`src/rtl/frag_attr_sequencer.sv`:
```
// Sequences one depth job and one job per active attribute through the interpolator.
// Define FRAG_SEQ_WATCHDOG_EN to add the result timeout and the sticky err output.
module frag_attr_sequencer #(
  parameter int unsigned NUM_ATTR = 4,
  parameter int unsigned TIMEOUT  = 255
) (
  input  logic                               clk,
  input  logic                               resetn,
  input  logic                               in_valid,
  output logic                               in_ready,
  input  logic [65:0]                        in_p,
  input  logic [65:0]                        in_pa,
  input  logic [65:0]                        in_pb,
  input  logic [65:0]                        in_pc,
  input  logic [32:0]                        in_za,
  input  logic [32:0]                        in_zb,
  input  logic [32:0]                        in_zc,
  input  logic [33*NUM_ATTR-1:0]             in_fa,
  input  logic [33*NUM_ATTR-1:0]             in_fb,
  input  logic [33*NUM_ATTR-1:0]             in_fc,
  input  logic [3*NUM_ATTR-1:0]              in_aflags,
  input  logic [$clog2(NUM_ATTR+1)-1:0]      in_count,
  output logic                               ip_in_valid,
  input  logic                               ip_in_ready,
  output logic [65:0]                        ip_p,
  output logic [65:0]                        ip_pa,
  output logic [65:0]                        ip_pb,
  output logic [65:0]                        ip_pc,
  output logic [32:0]                        ip_za,
  output logic [32:0]                        ip_zb,
  output logic [32:0]                        ip_zc,
  output logic [32:0]                        ip_fa,
  output logic [32:0]                        ip_fb,
  output logic [32:0]                        ip_fc,
  output logic [3:0]                         ip_flags,
  input  logic                               ip_out_valid,
  input  logic [32:0]                        ip_f,
  input  logic [32:0]                        ip_z,
  output logic                               out_valid,
  input  logic                               out_ready,
  output logic [65:0]                        out_p,
  output logic [32:0]                        out_z,
  output logic [33*NUM_ATTR-1:0]             out_attr
`ifdef FRAG_SEQ_WATCHDOG_EN
  ,
  output logic                               err
`endif
);

  localparam int unsigned CW = $clog2(NUM_ATTR + 1);
  localparam int unsigned IW = (NUM_ATTR > 1) ? $clog2(NUM_ATTR) : 1;

  localparam logic [2:0] IDLE  = 3'd0;
  localparam logic [2:0] DEPTH = 3'd1;
  localparam logic [2:0] DWAIT = 3'd2;
  localparam logic [2:0] ISSUE = 3'd3;
  localparam logic [2:0] AWAIT = 3'd4;
  localparam logic [2:0] DONE  = 3'd5;

  logic [2:0]    state_q, state_d;
  logic          in_ready_q;
  logic [65:0]   p_q, pa_q, pb_q, pc_q;
  logic [32:0]   za_q, zb_q, zc_q;
  logic [32:0]   fa_q [NUM_ATTR];
  logic [32:0]   fb_q [NUM_ATTR];
  logic [32:0]   fc_q [NUM_ATTR];
  logic [2:0]    af_q [NUM_ATTR];
  logic [32:0]   attr_q [NUM_ATTR];
  logic [32:0]   out_z_q;
  logic [CW-1:0] count_q, count_in;
  logic [IW-1:0] idx_q;
  logic          accept, last;
  logic          res_valid;
  logic [32:0]   res_f, res_z;

  assign accept   = in_valid && in_ready_q;
  assign count_in = (in_count > CW'(NUM_ATTR)) ? CW'(NUM_ATTR) : in_count;
  assign last     = (CW'(idx_q) + CW'(1)) == count_q;

`ifdef FRAG_SEQ_WATCHDOG_EN
  localparam int unsigned WW = $clog2(TIMEOUT + 1);

  logic [WW-1:0] wd_q;
  logic          err_q, waiting, expired;

  assign waiting   = (state_q == DWAIT) || (state_q == AWAIT);
  // Leaves the wait state on the TIMEOUT-th waiting cycle with a zero result.
  assign expired   = waiting && !ip_out_valid && (wd_q == WW'(TIMEOUT - 1));
  assign res_valid = ip_out_valid || expired;
  assign res_f     = ip_out_valid ? ip_f : 33'h0;
  assign res_z     = ip_out_valid ? ip_z : 33'h0;
  assign err       = err_q;

  always_ff @(posedge clk or negedge resetn) begin
    if (!resetn) begin
      wd_q  <= '0;
      err_q <= 1'b0;
    end else begin
      if (!waiting || res_valid) wd_q <= '0;
      else                       wd_q <= wd_q + WW'(1);
      if (expired) err_q <= 1'b1;
    end
  end
`else
  assign res_valid = ip_out_valid;
  assign res_f     = ip_f;
  assign res_z     = ip_z;
`endif

  always_comb begin
    state_d = state_q;
    case (state_q)
      IDLE:    if (accept)      state_d = DEPTH;
      DEPTH:   if (ip_in_ready) state_d = DWAIT;
      DWAIT:   if (res_valid)   state_d = (count_q == '0) ? DONE : ISSUE;
      ISSUE:   if (ip_in_ready) state_d = AWAIT;
      AWAIT:   if (res_valid)   state_d = last ? DONE : ISSUE;
      DONE:    if (out_ready)   state_d = IDLE;
      default:                  state_d = IDLE;
    endcase
  end

  always_ff @(posedge clk or negedge resetn) begin
    if (!resetn) begin
      state_q    <= IDLE;
      in_ready_q <= 1'b1;
      p_q        <= '0;
      pa_q       <= '0;
      pb_q       <= '0;
      pc_q       <= '0;
      za_q       <= '0;
      zb_q       <= '0;
      zc_q       <= '0;
      out_z_q    <= '0;
      count_q    <= '0;
      idx_q      <= '0;
      for (int i = 0; i < NUM_ATTR; i++) begin
        fa_q[i]   <= '0;
        fb_q[i]   <= '0;
        fc_q[i]   <= '0;
        af_q[i]   <= '0;
        attr_q[i] <= '0;
      end
    end else begin
      state_q    <= state_d;
      in_ready_q <= (state_d == IDLE);
      if (accept) begin
        p_q     <= in_p;
        pa_q    <= in_pa;
        pb_q    <= in_pb;
        pc_q    <= in_pc;
        za_q    <= in_za;
        zb_q    <= in_zb;
        zc_q    <= in_zc;
        count_q <= count_in;
        idx_q   <= '0;
        for (int i = 0; i < NUM_ATTR; i++) begin
          fa_q[i]   <= in_fa[33*i +: 33];
          fb_q[i]   <= in_fb[33*i +: 33];
          fc_q[i]   <= in_fc[33*i +: 33];
          af_q[i]   <= in_aflags[3*i +: 3];
          attr_q[i] <= '0;
        end
      end
      if (state_q == DWAIT && res_valid) out_z_q <= res_z;
      if (state_q == AWAIT && res_valid) begin
        attr_q[idx_q] <= res_f;
        if (!last) idx_q <= idx_q + IW'(1);
      end
    end
  end

  assign in_ready    = in_ready_q;
  assign ip_in_valid = (state_q == DEPTH) || (state_q == ISSUE);
  assign out_valid   = (state_q == DONE);
  assign ip_p        = p_q;
  assign ip_pa       = pa_q;
  assign ip_pb       = pb_q;
  assign ip_pc       = pc_q;
  assign ip_za       = za_q;
  assign ip_zb       = zb_q;
  assign ip_zc       = zc_q;
  assign out_p       = p_q;
  assign out_z       = out_z_q;

  always_comb begin
    ip_fa    = '0;
    ip_fb    = '0;
    ip_fc    = '0;
    ip_flags = '0;
    if (state_q == DEPTH) begin
      ip_flags = 4'b1000;
    end else if (state_q == ISSUE) begin
      ip_fa    = fa_q[idx_q];
      ip_fb    = fb_q[idx_q];
      ip_fc    = fc_q[idx_q];
      ip_flags = {1'b0, af_q[idx_q]};
    end
  end

  always_comb begin
    out_attr = '0;
    for (int i = 0; i < NUM_ATTR; i++) out_attr[33*i +: 33] = attr_q[i];
  end

endmodule
```
`config.mk`:
```
export PLATFORM = sky130hd
export DESIGN_NAME = frag_attr_sequencer
export DESIGN_NICKNAME = d
export VERILOG_FILES = /design/src/rtl/frag_attr_sequencer.sv
export SDC_FILE = /design/constraint.sdc
export NUM_CORES = 2
export LEC_CHECK = 0
export ABC_AREA = 1
export BUFFER_PORTS_ARGS = -buffer_cell sky130_fd_sc_hd__clkbuf_2
export CORE_AREA = 3 3 610 612
export CTS_BUF_LIST = sky130_fd_sc_hd__clkbuf_8
export CTS_CLUSTER_DIAMETER = 30
export CTS_CLUSTER_SIZE = 10
export DETAILED_ROUTE_END_ITERATION = 8
export DIE_AREA = 0 0 613 615
export MAX_ROUTING_LAYER = met4
export PLACE_DENSITY = 0.39
export SYNTH_ARGS = -nofsm -noshare
export SYNTH_HDL_FRONTEND = slang
export SYNTH_SLANG_ARGS = --single-unit
```
`constraint.sdc`:
```
create_clock -name clk -period 2.65 [get_ports clk]
set_input_delay 0.265 -clock clk [delete_from_list [all_inputs] [get_ports clk]]
set_output_delay 0.265 -clock clk [all_outputs]
set_load 0.01 [all_outputs]
```
# After elaboration in Yosys (flattened, before gate mapping)
# Cells that the tools add are included.
dict set report op_classes {
  addsub 2
  magnitude_cmp 3
  eq_ne 6
  n_mux 38
  n_bitwise 1
  reduce_logical 8
}
# op count
set op_table {}
lappend op_table {{$mux 33} 13}
lappend op_table {{$mux 132} 2}
lappend op_table {{$bmux 33 s2} 3}
lappend op_table {{$bwmux 132} 1}
lappend op_table {{$demux 33 s2} 1}
lappend op_table {{$mux 3} 12}
lappend op_table {{$pmux 3 s6} 1}
lappend op_table {{$logic_not 3->1} 3}
lappend op_table {{$bmux 3 s2} 1}
lappend op_table {{$eq 3x2->1 const B} 2}
lappend op_table {{$eq 3x3->1 const B} 2}
lappend op_table {{$mux 2} 3}
lappend op_table {{$logic_and 1x1->1} 4}
lappend op_table {{$mux 4} 1}
lappend op_table {{$add 2x1->3 const B} 1}
lappend op_table {{$eq 3x1->1 const B} 1}
lappend op_table {{$eq 3x3->1} 1}
lappend op_table {{$ge 3x3->1 const B} 1}
lappend op_table {{$gt 3x3->1 const B} 1}
lappend op_table {{$lt 3x1->1 const B} 1}
lappend op_table {{$not 2->3} 1}
lappend op_table {{$add 2x1->2 const B} 1}
lappend op_table {{$logic_or 1x1->1} 1}
dict set report totals {
  ff_bits 945
  input_bits 846
  out_inout_bits 700
}

# Longest topological paths before layout
dict set report depth {
  ltp_word 7
  mapped_depth 13
  ltp_nobuf 10
}

# Worst setup path after synthesis
# OpenSTA, ideal clock, no wires.
dict set report synth_timing {
  path_type {flip-flop to flip-flop}
  start {register idx_q[0]}
  end {register in_ready_q, in the netlist in_ready}
  setup_time_ns 0.067
  arrival_ns 1.807
  path_slack_ns 0.776
  path_stages_with_launch 13
  path_buffers 3
  cell_sequence {dfrtp_1 -> buf_4 -> inv_4 -> buf_6 -> clkbuf_1 -> ha_1 -> inv_1 -> nand2_1 -> nand2_1 -> nand3_1 -> nand3_1 -> nand3_2 -> nor2_1}
}
dict set report synth_between {
  elab_chain_len 6
}
# element line
set synth_rtl {}
lappend synth_rtl {{start, declared} 71} ;# logic [IW-1:0] idx_q;
lappend synth_rtl {{start signal, assigned} 168} ;# if (!last) idx_q <= idx_q + IW'(1);
lappend synth_rtl {{$add 2x1->3} 78} ;# assign last = (CW'(idx_q) + CW'(1)) == count_q;
lappend synth_rtl {{$eq 3x3->1} 78}
lappend synth_rtl {{$mux 3 (2 in series)} 117} ;# AWAIT: if (res_valid) state_d = last ? DONE : ISSUE;
lappend synth_rtl {{$pmux 3 s6} 112} ;# case (state_q)
lappend synth_rtl {{via state_d[1]} 60} ;# logic [2:0] state_q, state_d;
lappend synth_rtl {{$logic_not 3->1} 146} ;# in_ready_q <= (state_d == IDLE);
lappend synth_rtl {{end signal, assigned} 146}
lappend synth_rtl {{end, declared} 61} ;# logic in_ready_q;
# The timed path passes the listed nets, and every way through them passes these cells.
# A chain may end at the register's enable or synchronous reset.

# Final worst setup path
dict set report layout_timing {
  start {register idx_q[0]}
  end {output port ip_fb[16]}
}
dict set report layout_between {
  elab_chain_len 6
}
# element line
set layout_rtl {}
lappend layout_rtl {{$not 2->3 (not written as such)} 195} ;# ip_fb = fb_q[idx_q];
lappend layout_rtl {{$bmux 33 s2} 195}
lappend layout_rtl {{$mux 33 (not written as such) (2 in series)} 195}
lappend layout_rtl {{$mux 33} 193} ;# end else if (state_q == ISSUE) begin
lappend layout_rtl {{$mux 33} 191} ;# if (state_q == DEPTH) begin
lappend layout_rtl {{end, declared} 33} ;# output logic [32:0] ip_fb,
# Every way passes these cells. The select of a mux whose other input is x is not followed.

==> results.ini <==
[placed_design]
place_area_um2 = 53860
dp_cells = 11080
numPortBuffers = 1545
place_congestion = 0.8897
hpwl_mm = 216.9

[clock_network]
clk_path_buf_depth = 4
clkTransAtPathRegs_ns = 0.05
clk_latency_ns = 0.99
htree_levels = 5
clock-sinks = 945
cts_buffers = 320
cts-root-buf = clkbuf_8
cts_tree = built

[setup_path]
rr_worst_depth = 15
critical-path-slowest-cell = dfrtp_4
cp_max_fo = 8
timing.rr.end = idx_q[1]
critPathMaxStageDelay_ns = 0.42
r2r_setup_slack_ns = 0.22
crit_type = flip-flop to output port
required_ns = 2.38
start_kind = flip-flop
end_kind = output port
crit_arrival_ns = 2.75
crit_chain = buf_6 -> buf_16 -> buf_16 -> nor2_1 -> nor2_1 -> o21ai_2 -> a21oi_4 -> buf_6 -> buf_12
rr_startpoint = idx_q[0]

[timing]
slew_violations = 0
fin_worst_skew_ns = 0.07299
fin_crit_ns = 3.018
final-hold-violation-count = 0
finalSetupViolations = 102
timing.final.ws_setup_ns = -0.3680
fmax_mhz = 331.3
finalCritPeriodShare_pct = 113.9
rsz0062_at_grt = true
relSlewSlack_pct = 13.40
worstMarginPinSlew_ns = 1.299

[finish]
fin_area_um2 = 80510
finalNonFillerCells = 13430
finish.net_count = 9100
fillers = 40670
area_growth_pct = 101.7
drive_gt1_share_pct = 30.66

[yosys]
ys_ff_latch = 945
synth_edf_count = 0
synth_commonest_cells = nand2_1 (2694), dfrtp_1 (944), nor2_1 (417), o21ai_0 (320), buf_2 (149)
synth_top_area_cell = dfrtp_1
post-synth-top-count-cell = nand2_1
syn_nets = 5763
synth-async-reset-ratio_pct = 100.0
yosysSeqAreaShare_pct = 59.25
yosys_warnings = 0
yosys-top-cells-area = dfrtp_1 (59%), nand2_1 (25%), o21ai_0 (4.0%), nor2_1 (3.9%), buf_2 (1.9%)
synth.cell_area_um2 = 39910
syn_inst = 4913
synth_cell_types = 26
synthFlopType = dfrtp_1
synth_area_per_cell_um2 = 8.124
synth_top_area_share_pct = 59.18

[routing]
routed_via_density = 3.516
drc = 0
vias = 47220
ant_nets = 0
wl_per_cell_um = 21.90
wirelength_mm = 294.2
drtIter0Drc = 3102
firstDrtPassIters = 5

[floorplan]
pin_count = 1546
die_h_um = 615
dieArea_um2 = 377000
die_w_um = 613
rows = 223
core_area_um2 = 368000
start_util_pct = 10.85

[power]
power_frac_seq_pct = 30.6
pwr-share-comb_pct = 38.4
leakagePower_uw = 0.03995
p_int_uw = 49160
peakVddDrop_v = 0.0004378
p_switching_uw = 33910
p_per_area_nw_per_um2 = 1032
clkPwrFrac_pct = 31.0
swShare_pct = 40.82

[status]
violations = setup timing
status = finished, violations left

[global_routing]
grt_pass1_wl_mm = 399.9
grt_max_degree = 161
grt_pass1_vias = 49670
antenna_found_initial = 108
grt.total_usage_pct = 15.51
overflow = 0

[min_path]
hold-path-cell-count = 4
hp-start = in_p[60]
min_to = ip_p[60]
hold_class = input pin to flip-flop

[run]
maxCapViolCount = 0

## logic make-up (layout without fill, tap and decap cells)
group,Yosys count,in the layout,synth area share (%)
AND/OR/NAND/NOR,3133,3133,29.60
flip-flops,945,945,59.25
AO/OA/AOI/OAI,446,446,5.639
buffers and inverters,384,3981,5.363
adder cells (fa/ha/maj),4,4,0.1254
XOR/XNOR,1,1,0.02195
other,0,83,0
## metal layers
metal | vias to the layer above | wire, µm | share of wire, % | GRT usage, %
met2 | 1645 | 146800 | 50 | 26.42
met3 | 519 | 18020 | 6.1 | 3.639
met5 | - | 0 | 0 | -
li1 | 22040 | - | - | -
met4 | 0 | 12470 | 4.2 | 5.790
met1 | 23020 | 116900 | 40 | 17.54
## state kept, by name, summed over array words and instances (netlist names)
signal / flops
ip_za: 33
idx_q: 2
ip_pa: 66
af_q: 12
count_q: 3
ip_pb: 66
out_z: 33
ip_zc: 33
ip_zb: 33
out_attr: 132
ip_pc: 66
fc_q: 132
fb_q: 132
state_q: 3
fa_q: 132
ip_p: 66
in_ready: 1
## worst max-delay path, delay by kind of cell, from the launching register on
family,cells,cell delay [ns]
simple gates,2,0.16
flops,1,0.42
buf+inv,5,0.72
compound gates,2,0.43
## layout make-up
cell class / count / area, µm² / share of cell area, %
Timing Repair Buffer: 3377 / 27790 / 34.52
Multi-Input combinational cell: 3584 / 15420 / 19.16
Tap cell: 4837 / 6052 / 7.518
Clock inverter: 176 / 1613 / 2.003
Sequential cell: 945 / 23660 / 29.39
Clock buffer: 406 / 5588 / 6.941
Antenna cell: 83 / 207.7 / 0.2580
Inverter: 19 / 133.9 / 0.1663
Timing Repair inverter: 3 / 41.29 / 0.05129
## metrics by stage
stage / hold WS (ns) / setup TNS [ns] / util (%) / setup WS [ns] / total power [µW]
final: 0.1431 / -26.46 / 21.88 / -0.3680 / 83060
after global routing: 0.04970 / -50.57 / 21.87 / -0.5707 / 88330
after CTS: 0.0007198 / -49.78 / 21.55 / -0.5793 / 83450
after detailed placement: 0.2997 / -1.199 / 14.64 / -0.3969 / 50790
after global placement: 0.2957 / -1.264 / 14.64 / -0.3984 / 50870
after floorplan: -0.03059 / 0 / - / 0.7761 / 35810
## cells in the final DEF, fill, tap and decap left out, drive strengths merged
cell            n
o21ai         343
ha              4
clkbuf       1868
nand2        2695
clkinvlp        8
dfrtp         944
bufbuf          2
a21oi         103
diode          83
nor3            4
nor2          422
dfstp           1
inv            86
dlygate4sd3  1595
nand3          12
clkinv         79
bufinv         25
buf           318
xnor2           1
## timing repair
item,in CTS,in global routing
resized for setup,402,310
pin swaps,91,102
hold buffers,1596,0
setup endpoints to repair,103,104
gates cloned,29,6
buffers inserted,39,21
hold endpoints to repair,1888,0
## power groups by stage
| stage | registers (µW) | logic [µW] | clock network [µW] |
|---|---|---|---|
| after floorplan | 24900 | 11000 | 0 |
| final | 25400 | 31900 | 25800 |
| after detailed placement | 25000 | 25800 | 0 |
| after CTS | 25100 | 31700 | 26600 |
| after global placement | 25000 | 25900 | 0 |
| after global routing | 26100 | 34800 | 27400 |
## worst max-delay path by stage
stage	startpoint	to	cells after the start
5_1_grt	idx_q[0]	ip_fa[6]	9
3_3_place_gp	idx_q[0]	ip_fb[25]	6
2_1_floorplan	idx_q[0]	in_ready	12
3_5_place_dp	idx_q[0]	ip_fb[25]	6
4_1_cts	idx_q[0]	ip_fb[17]	9
6_report	idx_q[0]	ip_fb[16]	9
(Power assumes the default switching activity.)
